==> config.mk <==
export PLATFORM = sky130hd
export DESIGN_NAME = spm_xfer_engine
export DESIGN_NICKNAME = d
export VERILOG_FILES = /design/src/rtl/spm_xfer_engine.sv
export SDC_FILE = /design/constraint.sdc
export NUM_CORES = 1
export LEC_CHECK = 0
export ABC_AREA = 1
export BUFFER_PORTS_ARGS = -buffer_cell sky130_fd_sc_hd__buf_4
export CAP_MARGIN = 5
export CORE_MARGIN = 2
export CORE_UTILIZATION = 56
export CTS_BUF_LIST = sky130_fd_sc_hd__clkbuf_4
export DETAILED_ROUTE_END_ITERATION = 7
export PLACE_DENSITY = 0.83
export SETUP_SLACK_MARGIN = 0.05
export SYNTH_ARGS = -nofsm -noshare
export SYNTH_HDL_FRONTEND = slang
export SYNTH_SLANG_ARGS = --single-unit
==> constraint.sdc <==
create_clock -name clk -period 2.25 [get_ports clk]
set_clock_uncertainty 0.15 [all_clocks]
set_input_delay 0.1125 -clock clk [delete_from_list [all_inputs] [get_ports clk]]
set_output_delay 0.1125 -clock clk [all_outputs]
set_load 0.01 [all_outputs]
==> src/rtl/spm_xfer_engine.sv <==
// SPM port-B block-transfer engine: word copy or constant fill,
// programmed through a four-register slave port.
module spm_xfer_engine #(
    parameter int ADDR_W = 12,
    parameter int DATA_W = 32
) (
    input  logic              clk,
    input  logic              reset,
    input  logic              reg_cs,
    input  logic              reg_we,
    input  logic [1:0]        reg_addr,
    input  logic [DATA_W-1:0] reg_wdata,
    output logic [DATA_W-1:0] reg_rdata,
    output logic [ADDR_W-1:0] spm_addr,
    output logic              spm_we,
    output logic [DATA_W-1:0] spm_wdata,
    input  logic [DATA_W-1:0] spm_rdata,
    output logic              busy,
    output logic              irq
);

    typedef enum logic [1:0] {IDLE, RD, WR, FILL} state_t;

    localparam logic [ADDR_W-1:0] PTR_ONE = ADDR_W'(1);
    localparam logic [ADDR_W:0]   REM_ONE = (ADDR_W+1)'(1);

    state_t            state_q, state_d;
    logic [DATA_W-1:0] src_q;
    logic [ADDR_W-1:0] dst_q;
    logic [ADDR_W:0]   cnt_q;
    logic              mode_q, irq_en_q, done_q;
    logic [ADDR_W-1:0] sptr_q, sptr_d, dptr_q, dptr_d;
    logic [ADDR_W:0]   rem_q, rem_d;
    logic [ADDR_W-1:0] addr_d;
    logic              we_d;
    logic              wr, ctrl_wr, start, abort, go, fin;

    assign busy    = (state_q != IDLE);
    assign wr      = reg_cs & reg_we;
    assign ctrl_wr = wr && (reg_addr == 2'd0);
    assign start   = ctrl_wr & reg_wdata[0] & ~busy;
    assign abort   = ctrl_wr & reg_wdata[4] & busy;
    assign go      = start && (cnt_q != '0);
    assign irq     = done_q & irq_en_q;

    assign spm_wdata = (state_q == FILL) ? src_q : spm_rdata;

    always_comb begin
        state_d = state_q;
        sptr_d  = sptr_q;
        dptr_d  = dptr_q;
        rem_d   = rem_q;
        fin     = 1'b0;
        unique case (state_q)
            IDLE: begin
                if (go) begin
                    sptr_d  = src_q[ADDR_W-1:0];
                    dptr_d  = dst_q;
                    rem_d   = cnt_q;
                    state_d = reg_wdata[1] ? FILL : RD;
                end
            end
            RD: state_d = WR;
            WR: begin
                sptr_d = sptr_q + PTR_ONE;
                dptr_d = dptr_q + PTR_ONE;
                rem_d  = rem_q - REM_ONE;
                if (rem_q == REM_ONE) begin
                    state_d = IDLE;
                    fin     = 1'b1;
                end else begin
                    state_d = RD;
                end
            end
            FILL: begin
                dptr_d = dptr_q + PTR_ONE;
                rem_d  = rem_q - REM_ONE;
                if (rem_q == REM_ONE) begin
                    state_d = IDLE;
                    fin     = 1'b1;
                end
            end
            default: state_d = IDLE;
        endcase
        if (abort) state_d = IDLE;
    end

    // Port outputs are registered, so derive them from the next state.
    always_comb begin
        addr_d = spm_addr;
        we_d   = 1'b0;
        unique case (state_d)
            RD:      addr_d = sptr_d;
            WR, FILL: begin
                addr_d = dptr_d;
                we_d   = 1'b1;
            end
            default: addr_d = spm_addr;
        endcase
    end

    always_ff @(posedge clk or negedge reset) begin
        if (!reset) begin
            state_q  <= IDLE;
            sptr_q   <= '0;
            dptr_q   <= '0;
            rem_q    <= '0;
            spm_addr <= '0;
            spm_we   <= 1'b0;
        end else begin
            state_q  <= state_d;
            sptr_q   <= sptr_d;
            dptr_q   <= dptr_d;
            rem_q    <= rem_d;
            spm_addr <= addr_d;
            spm_we   <= we_d;
        end
    end

    always_ff @(posedge clk or negedge reset) begin
        if (!reset) begin
            src_q    <= '0;
            dst_q    <= '0;
            cnt_q    <= '0;
            mode_q   <= 1'b0;
            irq_en_q <= 1'b0;
            done_q   <= 1'b0;
        end else begin
            if (wr && !busy) begin
                unique case (reg_addr)
                    2'd1:    src_q <= reg_wdata;
                    2'd2:    dst_q <= reg_wdata[ADDR_W-1:0];
                    2'd3:    cnt_q <= reg_wdata[ADDR_W:0];
                    default: mode_q <= reg_wdata[1];
                endcase
            end
            if (ctrl_wr) irq_en_q <= reg_wdata[2];
            // Start beats done-clear in the same write.
            if (start)
                done_q <= (cnt_q == '0);
            else if (abort || fin)
                done_q <= 1'b1;
            else if (ctrl_wr && reg_wdata[3])
                done_q <= 1'b0;
        end
    end

    always_comb begin
        reg_rdata = '0;
        unique case (reg_addr)
            2'd0: reg_rdata = {{(DATA_W-4){1'b0}},
                               done_q, irq_en_q, mode_q, busy};
            2'd1: reg_rdata = src_q;
            2'd2: reg_rdata = {{(DATA_W-ADDR_W){1'b0}}, dst_q};
            default: reg_rdata = {{(DATA_W-ADDR_W-1){1'b0}}, cnt_q};
        endcase
    end

endmodule

* Word-level counts from Yosys, hierarchy flattened
Index checks and enable logic that the tools add are counted.
** Cells by class
- Add/subtract/negate cells :: 3
- Equal/unequal tests :: 11
- Muxes and demuxes :: 21
- Bitwise logic cells :: 8
- Reduce and logical (&&, ||, !) cells :: 22
** Operators with widths (count)
- $pmux W32 S3 :: 1
- $pmux W12 S2 :: 3
- $mux W32 :: 1
- $pmux W13 S2 :: 1
- $add A12 B1 Y12 const B :: 2
- $mux W12 :: 2
- $eq A13 B1 Y1 const B :: 1
- $logic_not A13 Y1 :: 1
- $mux W13 :: 1
- $reduce_bool A13 Y1 :: 1
- $sub A13 B1 Y13 const B :: 1
- $eq A2 B2 Y1 const B :: 6
- $reduce_and A2 Y1 :: 5
- $mux W2 :: 4
- $pmux W2 S4 :: 1
- $mux W1 :: 7
- $and A1 B1 Y1 :: 6
- $eq A2 B1 Y1 const B :: 3
- $reduce_bool A2 Y1 :: 3
- $logic_and A1 B1 Y1 :: 4
- $logic_not A2 Y1 :: 2
- $reduce_or A2 Y1 :: 2
- $reduce_bool A3 Y1 :: 1
- $reduce_or A3 Y1 :: 1
- 4 further kinds :: 5
** Word-level totals
- Register bits :: 112
- Output and inout port bits :: 79

* Depth between registers and ports, before layout
Gate-level depths: netlist of run 1.
- Word-level depth :: 11
- Depth in mapped cells :: 12
- Gate-level depth less buffers :: 11

* Worst setup path before layout of run 1
Ideal clock, no wire load.
- Path kind :: register -> register
- From :: register state_q[0]
- To :: register rem_q[7]
- Setup time :: 0.139 ns
- Arrival time :: 1.379 ns
- Setup slack :: 0.582 ns
- Stages on the path, launching flop included :: 10
- Buffers on the path :: 3
- Period minus slack after synthesis :: 1.668 ns
- Cells stage by stage :: dfrtp_1 buf_4 nor2_8 nand3_2 nor2_4 nand2_2 buf_6 buf_6 o211ai_1 o221ai_1
** Between the ends
- Cells in the longest elaborated chain, start to end :: 6
- Elaborated cells on any way between the ends :: 12
- Classes of those cells :: eq/ne (3); mux (1); bitwise (2); reduce/logical (6)
** RTL lines
- start: declaration :: RTL line 27 : state_t state_q, state_d;
- start signal: assignment :: RTL line 111 : state_q <= state_d;
- $reduce_bool A2 Y1 :: RTL line 38 : assign busy = (state_q != IDLE);
- $not A1 Y1 :: RTL line 41 : assign start = ctrl_wr & reg_wdata[0] & ~busy;
- $and A1 B1 Y1 :: RTL line 41
- $logic_and A1 B1 Y1 :: RTL line 43 : assign go = start && (cnt_q != '0);
- $ne A2 B2 Y1 (no line)
- $reduce_and A2 Y1 (no line)
- end signal: assignment :: RTL line 114 : rem_q <= rem_d;
- end: declaration :: RTL line 33 : logic [ADDR_W:0] rem_q, rem_d;
Parallel ways exist; a longest one is shown, timed or not.
A chain may end at the register's enable or synchronous reset.

* Worst setup path in the final report of run 1
- From :: register state_q[0]
- To :: output port spm_wdata[14]
** Between the ends
- Cells in the longest elaborated chain, start to end :: 2
** RTL lines
- $eq A2 B2 Y1 :: RTL line 46 : assign spm_wdata = (state_q == FILL) ? src_q : spm_rdata;
- $mux W32 :: RTL line 46
- end: declaration :: RTL line 16 : output logic [DATA_W-1:0] spm_wdata,
No other way between the ends.

==> impl_metrics.tcl, run 1 <==
set metrics [dict create \
    slowest_stage "dfrtp_2" \
    fin_tns_setup_ns 0 \
    cpPeakStageDelay_ns 0.46 \
    drtPass1Iterations 5 \
    final_common_cell "nand2_1" \
    io_pins 149 \
    core_um2 11270 \
    cts_buffers 9 \
    final.period_utilization_pct 95.24 \
    cpMostUsedCell "buf_4" \
    drc 0 \
    row_count 39 \
    startpoint "state_q[0]" \
    cp_data_arrival_time_ns 1.88 \
    routabilityCongestion 0.9273 \
    synth_cell_types 34 \
    grt_usage_pct 31.77 \
    wire_per_inst_um 16.36 \
    critPathRequiredTime_ns 1.99 \
    p_leak_nw 4.267 \
    min_period_ns 2.143 \
    clock_path_buffers 2 \
    rsz0062_at_grt "true" \
    timing.hold.ws_ns 0.03576 \
    grt.overflow.total 0 \
    syn_nets 963 \
    ys_ff_latch 112 \
    clkSinkCount 112 \
    critPathBufInv 3 \
    area_growth_pct 28.29 \
    cap_viol_max_count 0 \
    worstSkewPairLatency_ns 0.49 \
    max_freq_mhz 466.7 \
    antenna_cells 0 \
    ff2ff_setup_slack_ns 0.20 \
    worstSetupStartpointType "flip-flop" \
    dieArea_um2 12290 \
    path_clk_slew_ns 0.19 \
    critPathMaxFanout 32 \
    vias 6696 \
    grt_pass1_wl_um 31640 \
    grt_pass1_vias 6402 \
    yosysSeqAreaShare_pct 43.83 \
    hold_viol_final 0 \
    drv_slew 0 \
    ir_drop_v 0.0005863 \
    antenna_found_initial 0 \
    syn-mean-instance-area_um2 7.193 \
    layout_common_cells "252 x nand2_1, 166 x buf_4, 112 x inv_1, 110 x dfrtp_1, 92 x o21ai_0" \
    hpwl_um 14110 \
    ff2ff_path_depth 10 \
    max_slew.worst_pin.slew_ns 0.7067 \
    slew_headroom_pct 52.89 \
    cts_tree "done" \
    status "finished clean" \
    die_h_um 110.9 \
    syn_inst 889 \
    cp_cell_sequence "buf_4, nand2_2, buf_12, o21ai_0, buf_4" \
    detail-route-antenna-nets 0 \
    end_kind "output pin" \
    crit_family "buffers and inverters" \
    start_util_pct 56.73 \
    drive_gt1_share_pct 19.78 \
    port_buffers 148 \
    power_density_nw_per_um2 1002 \
    critPathKind "reg -> out" \
    avgViaCountPerCell 5.511 \
    finalSetupViolations 0 \
    die_width_um 110.9 \
    regToRegEndpoint "spm_addr[11]" \
    nNetsFinal 1141 \
    min_path_type "in -> async" \
    drt-total-wl_um 19880 \
    grt_max_degree 65 \
    r2r_start "state_q[1]" \
    cts_root_buf "clkbuf_4" \
    htree_levels 3 \
    synth_warnings 0 \
    syn_area_um2 6395 \
    drt-initial-drc-count 626 \
]
## cell type report
class	instances	area (um2)
fillers	900	3068
multi-input cells	621	2925
flip-flops and latches	112	2805
repair buffers	208	1737
inverters	115	431.7
well taps	143	178.9
clock buffers	10	75.07
clock inverters	6	51.30
## what timing repair did
item / CTS / global route
hold endpoints to repair: 153 / 0
setup endpoints to repair: 1 / 34
setup buffers: 0 / 1
gates cloned: 0 / 1
gates resized for setup: 1 / 4
hold buffers: 35 / 0
## synth_stat cells, drive strengths merged
cell type / instances / area share [%]
nand2: 259 / 15
o21ai: 108 / 8.5
xnor2: 1 / 0.14
o221ai: 7 / 0.96
o211ai: 13 / 1.5
buf: 26 / 2.9
inv: 115 / 6.8
dfrtp: 112 / 44
nand3b: 8 / 0.94
o311ai: 1 / 0.14
xor2: 3 / 0.41
o22ai: 1 / 0.098
clkbuf: 15 / 0.88
a21oi: 22 / 1.7
ha: 4 / 0.78
a221oi: 1 / 0.14
nor2: 83 / 5.7
nand3: 93 / 7.6
nor3: 7 / 0.55
or2: 1 / 0.098
nand4: 7 / 0.68
o2111ai: 2 / 0.27
## cells by family (layout without fill, tap and decap cells)
group	count (synthesis)	after routing	share of synthesized area, %
simple gates	458	458	30.93
flops	112	112	43.83
buf+inv	156	339	10.55
fa+ha+maj	4	4	0.7827
xor+xnor	4	4	0.5479
compound gates	155	155	13.36
## report_power, final
group	switching, W	internal [W]	leakage (nW)
clock network	0.000721	0.000257	0.0729
registers	0.000628	0.00279	1.38
logic	0.00231	0.00152	2.82
total	0.00366	0.00457	4.27
## registers in the layout, summed over array words and instances (netlist names)
register / flops
spm_addr: 12
done_q: 1
src_q: 32
state_q: 2
mode_q: 1
cnt_q: 13
irq_en_q: 1
rem_q: 13
dptr_q: 12
sptr_q: 12
spm_we: 1
dst_q: 12
## worst max path at each step
stage,to,cells past startpoint
global route,spm_wdata[21],6
CTS,spm_wdata[16],5
floorplan,rem_q[7],9
global placement,spm_addr[7],11
finish,spm_wdata[14],5
detailed placement,spm_addr[4],11
## per-layer routing
metal  global-route usage (%)  wire length, um  up-vias
li1                         -                -     3215
met2                    52.19             9549      291
met5                        0                0        -
met4                    10.67              596        0
met3                    5.194             1513       48
met1                    43.24             8220     3142
## through the flow
stage          cells  power, W  area [um2]  util, %  worst slack [ns]
6_report        1215  0.008223        8204    72.78            0.1072
5_1_grt         1215  0.008813        8204    72.78           0.05169
4_1_cts         1213  0.008094        8160    72.39           0.08039
3_5_place_dp    1162  0.007086        7680    68.13            0.2553
3_3_place_gp    1162  0.006979        7680    68.13            0.3213
2_1_floorplan    889  0.005623        6395        -            0.5815
## worst reg2reg max path: stages (launching register included)
cell and delay [ns]:
dfrtp_2 0.46, buf_4 0.16, nor2_8 0.11, nand3_2 0.13, nor2_4 0.14, buf_4 0.24
nand3_1 0.20, nand3_1 0.13, nand3_1 0.10, nand2_1 0.08, nand3_1 0.06
Power figures use the tool's default switching activity.
==> run 2, diff against run 1 <==
--- a/config.mk
+++ b/config.mk
@@ -8,6 +8,7 @@
 export ABC_AREA = 1
 export BUFFER_PORTS_ARGS = -buffer_cell sky130_fd_sc_hd__buf_4
 export CAP_MARGIN = 5
+export CORE_ASPECT_RATIO = 1.75
 export CORE_MARGIN = 2
 export CORE_UTILIZATION = 56
 export CTS_BUF_LIST = sky130_fd_sc_hd__clkbuf_4
==> run 2 against run 1 <==
  * Clock power increased by 8%
  * Global-route usage increased by 1.7 points
  * Routed wire length increased by 5.0%
  * Via count increased by 1.3%
  * Critical path type unchanged
==> impl_metrics.tcl, run 2 (synthesis gave the netlist of run 1 again) <==
set metrics [dict create \
    grt_max_degree 65 \
    grtUsageMet3_pct 5.559 \
    cpMostUsedCell "buf_4" \
    worstSetupStartpointType "flip-flop" \
    finalSetupViolations 0 \
    layout_common_cells "251 x nand2_1, 164 x buf_4, 112 x inv_1, 110 x dfrtp_1, 91 x nand3_1" \
    setup_ws_ns 0.08243 \
    rsz0062_at_grt "true" \
    final_common_cell "nand2_1" \
    hold_viol_final 0 \
    p_int_w 0.004677 \
    cpPeakStageDelay_ns 0.46 \
    antenna_found_initial 0 \
    power_density_nw_per_um2 1019 \
    cp_cell_sequence "buf_4, nand2_4, clkbuf_16, o21ai_0, buf_4" \
    drc 0 \
    grt-busiest-layer "met2" \
    cp_data_arrival_time_ns 1.91 \
    comb_power_share_pct 46.5 \
    startpoint "state_q[1]" \
    worstHoldStart "reg_we" \
    final_util_pct 74.06 \
    vias 6785 \
    max_slew.worst_pin.slew_ns 0.6217 \
    grtUsageMet2_pct 57.32 \
    seqPwrFrac_pct 40.8 \
    clkSinkCount 112 \
    critPathMaxFanout 32 \
    grt.overflow.total 0 \
    p_sw_w 0.003702 \
    placedInstanceArea_um2 7624 \
    io_pins 149 \
    grt_usage_pct 33.42 \
    top_regs "src_q x32, cnt_q x13, rem_q x13" \
    slowest_stage "dfrtp_2" \
    regMostFlops "src_q" \
    end_kind "output pin" \
    cts_tree "done" \
    min_period_ns 2.168 \
    die_width_um 84.78 \
    r2r_start "state_q[0]" \
    min_path_type "in -> reg" \
    area_growth_pct 28.59 \
    switching_share_pct 44.18 \
    htree_levels 3 \
    grtUsageMet1_pct 38.07 \
    cts_buffers 9 \
    grt_pass1_wl_um 32910 \
    status "finished clean" \
    cap_viol_max_count 0 \
    drt-initial-drc-count 539 \
    clock_path_buffers 2 \
    row_count 51 \
    power_frac_clock_pct 12.7 \
    start_util_pct 57.60 \
    slew_headroom_pct 58.55 \
    drv_slew 0 \
    grt_pass1_vias 6758 \
    critPathRequiredTime_ns 1.99 \
    p_total_w 0.008379 \
    max_freq_mhz 461.3 \
    finalInstanceArea_um2 8223 \
    hpwl_um 14690 \
    drtPass1Iterations 5 \
    cts_root_buf "clkbuf_4" \
    crit_family "buffers and inverters" \
    die_h_um 145.4 \
    avgViaCountPerCell 5.640 \
    largest_register_ffs 32 \
    drive_gt1_share_pct 19.89 \
    fin_tns_setup_ns 0 \
    core_um2 11100 \
    critPathBufInv 3 \
    p_leak_nw 4.278 \
    final.period_utilization_pct 96.34 \
    path_clk_slew_ns 0.17 \
    routabilityCongestion 0.8937 \
    port_buffers 148 \
    detail-route-antenna-nets 0 \
    pre_cts_slack_ns 0.2478 \
    ir_drop_v 0.0006124 \
    wire_per_inst_um 17.35 \
    critPathKind "reg -> out" \
    drt-total-wl_um 20870 \
    antenna_cells 0 \
    nNetsFinal 1140 \
    dieArea_um2 12320 \
    worstSkewPairLatency_ns 0.50 \
]
-- run 2: path summary, 6_finish.rpt --
path,slack (ns),cells after the start,endpoint
setup / recovery,0.08,5,spm_wdata[28]
setup reg to reg,0.27,8,spm_addr[5]
max in group asynchronous,1.16,4,state_q[1]
hold reg to reg,0.36,2,cnt_q[12]
min in group asynchronous,0.52,4,src_q[23]
hold / removal,0.05,5,irq_en_q
-- run 2: repair_timing --
action | 4_1_cts | 5_1_grt
pin swaps | 0 | 1
hold endpoints to repair | 172 | 0
hold buffers | 37 | 0
gates cloned | 0 | 2
setup buffers | 0 | 1
endpoints found under the setup margin | 1 | 20
gates resized for setup | 1 | 7
-- run 2: area by class of cell --
type,instances,area [um2]
clock buffer,10,75.07
clock inverter,6,67.56
fill,839,2880
inverter,115,431.7
multi-input combinational,621,2937
sequential,112,2805
tap,132,165.2
timing repair buffer,207,1742
-- run 2: worst reg2reg max path, cell delays in order, from the launching register on --
cell	delay [ns]
dfrtp_2	0.48
buf_4	0.19
nor3_1	0.51
nand2_1	0.15
nor2_1	0.11
o21ai_0	0.08
nand2_1	0.09
nand3_1	0.10
nand3_1	0.09
-- run 2: power by group through the flow --
stage | Clock (W) | Sequential [W] | Combinational (W)
after floorplan | 0 | 0.00328 | 0.00234
after global placement | 0 | 0.00341 | 0.00360
after CTS | 0.00104 | 0.00339 | 0.00375
final | 0.00106 | 0.00342 | 0.00390
after global routing | 0.00111 | 0.00351 | 0.00433
after detailed placement | 0 | 0.00343 | 0.00368
-- run 2: per-stage QoR --
stage | hold WS (ns) | instances
global route | 0.08262 | 1203
finish | 0.05173 | 1203
global placement | -0.07311 | 1147
CTS | 0.01882 | 1200
floorplan | -0.3331 | 889
detailed placement | -0.07654 | 1147
-- run 2: per-layer routing --
layer | share of wire (%) | routed length [um]
met5 | 0 | 0
met4 | 6.9 | 1435
met3 | 5.8 | 1211
met2 | 51 | 10750
met1 | 36 | 7479
==> run 3, diff against run 2 <==
--- a/config.mk
+++ b/config.mk
@@ -14,6 +14,7 @@
 export CTS_BUF_LIST = sky130_fd_sc_hd__clkbuf_4
 export DETAILED_ROUTE_END_ITERATION = 7
 export PLACE_DENSITY = 0.83
+export REMOVE_ABC_BUFFERS = 1
 export SETUP_SLACK_MARGIN = 0.05
 export SYNTH_ARGS = -nofsm -noshare
 export SYNTH_HDL_FRONTEND = slang
==> run 3 against run 2 <==
  * Sequential power about the same
  * Worst hold slack worse by 0.0051 ns
  * Via count up 1.1%
  * Register-to-register slack worse by 0.15 ns
  * Largest power group unchanged
  * Critical path depth up 5
  * Die area unchanged
  * Highest routed layer unchanged
  * Sequential cell count unchanged
==> impl_metrics.tcl, run 3 (synthesis gave the netlist of run 1 again) <==
set metrics [dict create \
    area_growth_pct 29.45 \
    top_regs "src_q x32, cnt_q x13, rem_q x13" \
    clock_path_buffers 2 \
    drt-initial-drc-count 444 \
    power_density_nw_per_um2 998.2 \
    vias 6859 \
    clkSinkCount 112 \
    placedInstanceArea_um2 7634 \
    cts_buffers 9 \
    core_um2 11100 \
    comb_power_share_pct 47.1 \
    worstSetupStartpointType "input pin" \
    final_common_cell "nand2_1" \
    cp_data_arrival_time_ns 1.95 \
    worstSkewPairLatency_ns 0.49 \
    p_total_w 0.008263 \
    routabilityCongestion 0.9645 \
    cts_root_buf "clkbuf_4" \
    wire_per_inst_um 16.83 \
    grt_pass1_vias 6559 \
    end_kind "output pin" \
    drive_gt1_share_pct 20.19 \
    io_pins 149 \
    ir_drop_v 0.0005954 \
    avgViaCountPerCell 5.655 \
    port_buffers 148 \
    die_width_um 84.78 \
    hold_viol_final 0 \
    critPathKind "in -> out" \
    finalInstanceArea_um2 8278 \
    hpwl_um 14120 \
    startpoint "reg_addr[1]" \
    final.period_utilization_pct 98.42 \
    max_freq_mhz 451.6 \
    path_clk_slew_ns 0.19 \
    setup_ws_ns 0.03556 \
    dieArea_um2 12320 \
    row_count 51 \
    rsz0062_at_grt "true" \
    status "finished clean" \
    min_path_type "in -> reg" \
    seqPwrFrac_pct 41.5 \
    critPathMaxFanout 12 \
    p_int_w 0.004595 \
    regArea_um2 2805 \
    final_util_pct 74.55 \
    drt-total-wl_um 20420 \
    largest_register_ffs 32 \
    detail-route-antenna-nets 0 \
    power_frac_clock_pct 11.4 \
    switching_share_pct 44.40 \
    die_h_um 145.4 \
    finalSetupViolations 0 \
    drtPass1Iterations 5 \
    layout_common_cells "251 x nand2_1, 168 x buf_4, 112 x inv_1, 110 x dfrtp_1, 91 x nand3_1" \
    cap_viol_max_count 0 \
    multi_input_area_um2 2944 \
    grt_max_degree 54 \
    drc 0 \
    slew_headroom_pct 70.51 \
    min_period_ns 2.214 \
    grt.overflow.total 0 \
    start_util_pct 57.60 \
    nFillCells 860 \
    timing.hold.ws_ns 0.04664 \
    drv_slew 0 \
    pre_cts_slack_ns 0.2619 \
    ff2ff_setup_slack_ns 0.12 \
    grt_usage_pct 32.00 \
    grt_pass1_wl_um 31600 \
    antenna_found_initial 1 \
    regMostFlops "src_q" \
    p_leak_nw 4.300 \
    p_sw_w 0.003669 \
    r2r_start "state_q[1]" \
    nNetsFinal 1149 \
    max_slew.worst_pin.slew_ns 0.4407 \
    cts_tree "done" \
    worstHoldStart "reg_we" \
    htree_levels 3 \
    critPathRequiredTime_ns 1.99 \
]
[run 3: final timing paths]
check                                to  cells after the start
max                        reg_rdata[0]                     10
min                              mode_q                      5
max reg2reg                   src_q[14]                      7
min reg2reg                    cnt_q[0]                      2
max in group asynchronous   spm_addr[6]                      4
min in group asynchronous     cnt_q[12]                      4
[run 3: per-stage QoR]
stage               cells  setup TNS, ns
CTS                  1207              0
global placement     1150              0
finish               1213              0
global route         1213              0
detailed placement   1150              0
floorplan             848         -16.16
[run 3: worst max-delay path, stage by stage]
cell	delay, ns
dlygate4sd3_1	0.54
buf_4	0.16
inv_1	0.18
nor2_1	0.09
buf_4	0.20
nand2_1	0.08
o21ai_0	0.10
a21oi_1	0.13
o21ai_0	0.17
buf_4	0.19
[run 3: area by class of cell]
| type | count | share of cell area (%) |
|---|---|---|
| sequential | 112 | 33.89 |
| tap | 132 | 1.995 |
| clock inverter | 7 | 0.6651 |
| inverter | 115 | 5.215 |
| antenna | 1 | 0.03023 |
| clock buffer | 9 | 0.8162 |
| multi-input combinational | 622 | 35.57 |
| timing repair buffer | 215 | 21.83 |
[run 3: per-layer routing]
metal  vias up  wire, um  GRT usage [%]
met3        73      1072          4.594
met1      3275      7453          36.94
met5         -         0              0
li1       3234         -              -
met4         0       927          14.92
met2       277     10960          57.36
[run 3: timing repair]
action,4_1_cts,5_1_grt
endpoints found under the setup margin,10,30
hold endpoints to repair,174,0
hold buffers,41,0
buffers inserted,0,2
gates cloned,0,3
pin swaps,0,2
resized for setup,1,12
[run 3: power by group through the flow]
stage / combinational, W / clock, W / sequential, W
2_1_floorplan: 0.00216 / 0 / 0.00333
3_3_place_gp: 0.00354 / 0 / 0.00340
3_5_place_dp: 0.00362 / 0 / 0.00343
4_1_cts: 0.00373 / 0.000953 / 0.00339
5_1_grt: 0.00430 / 0.00103 / 0.00351
6_report: 0.00389 / 0.000942 / 0.00343
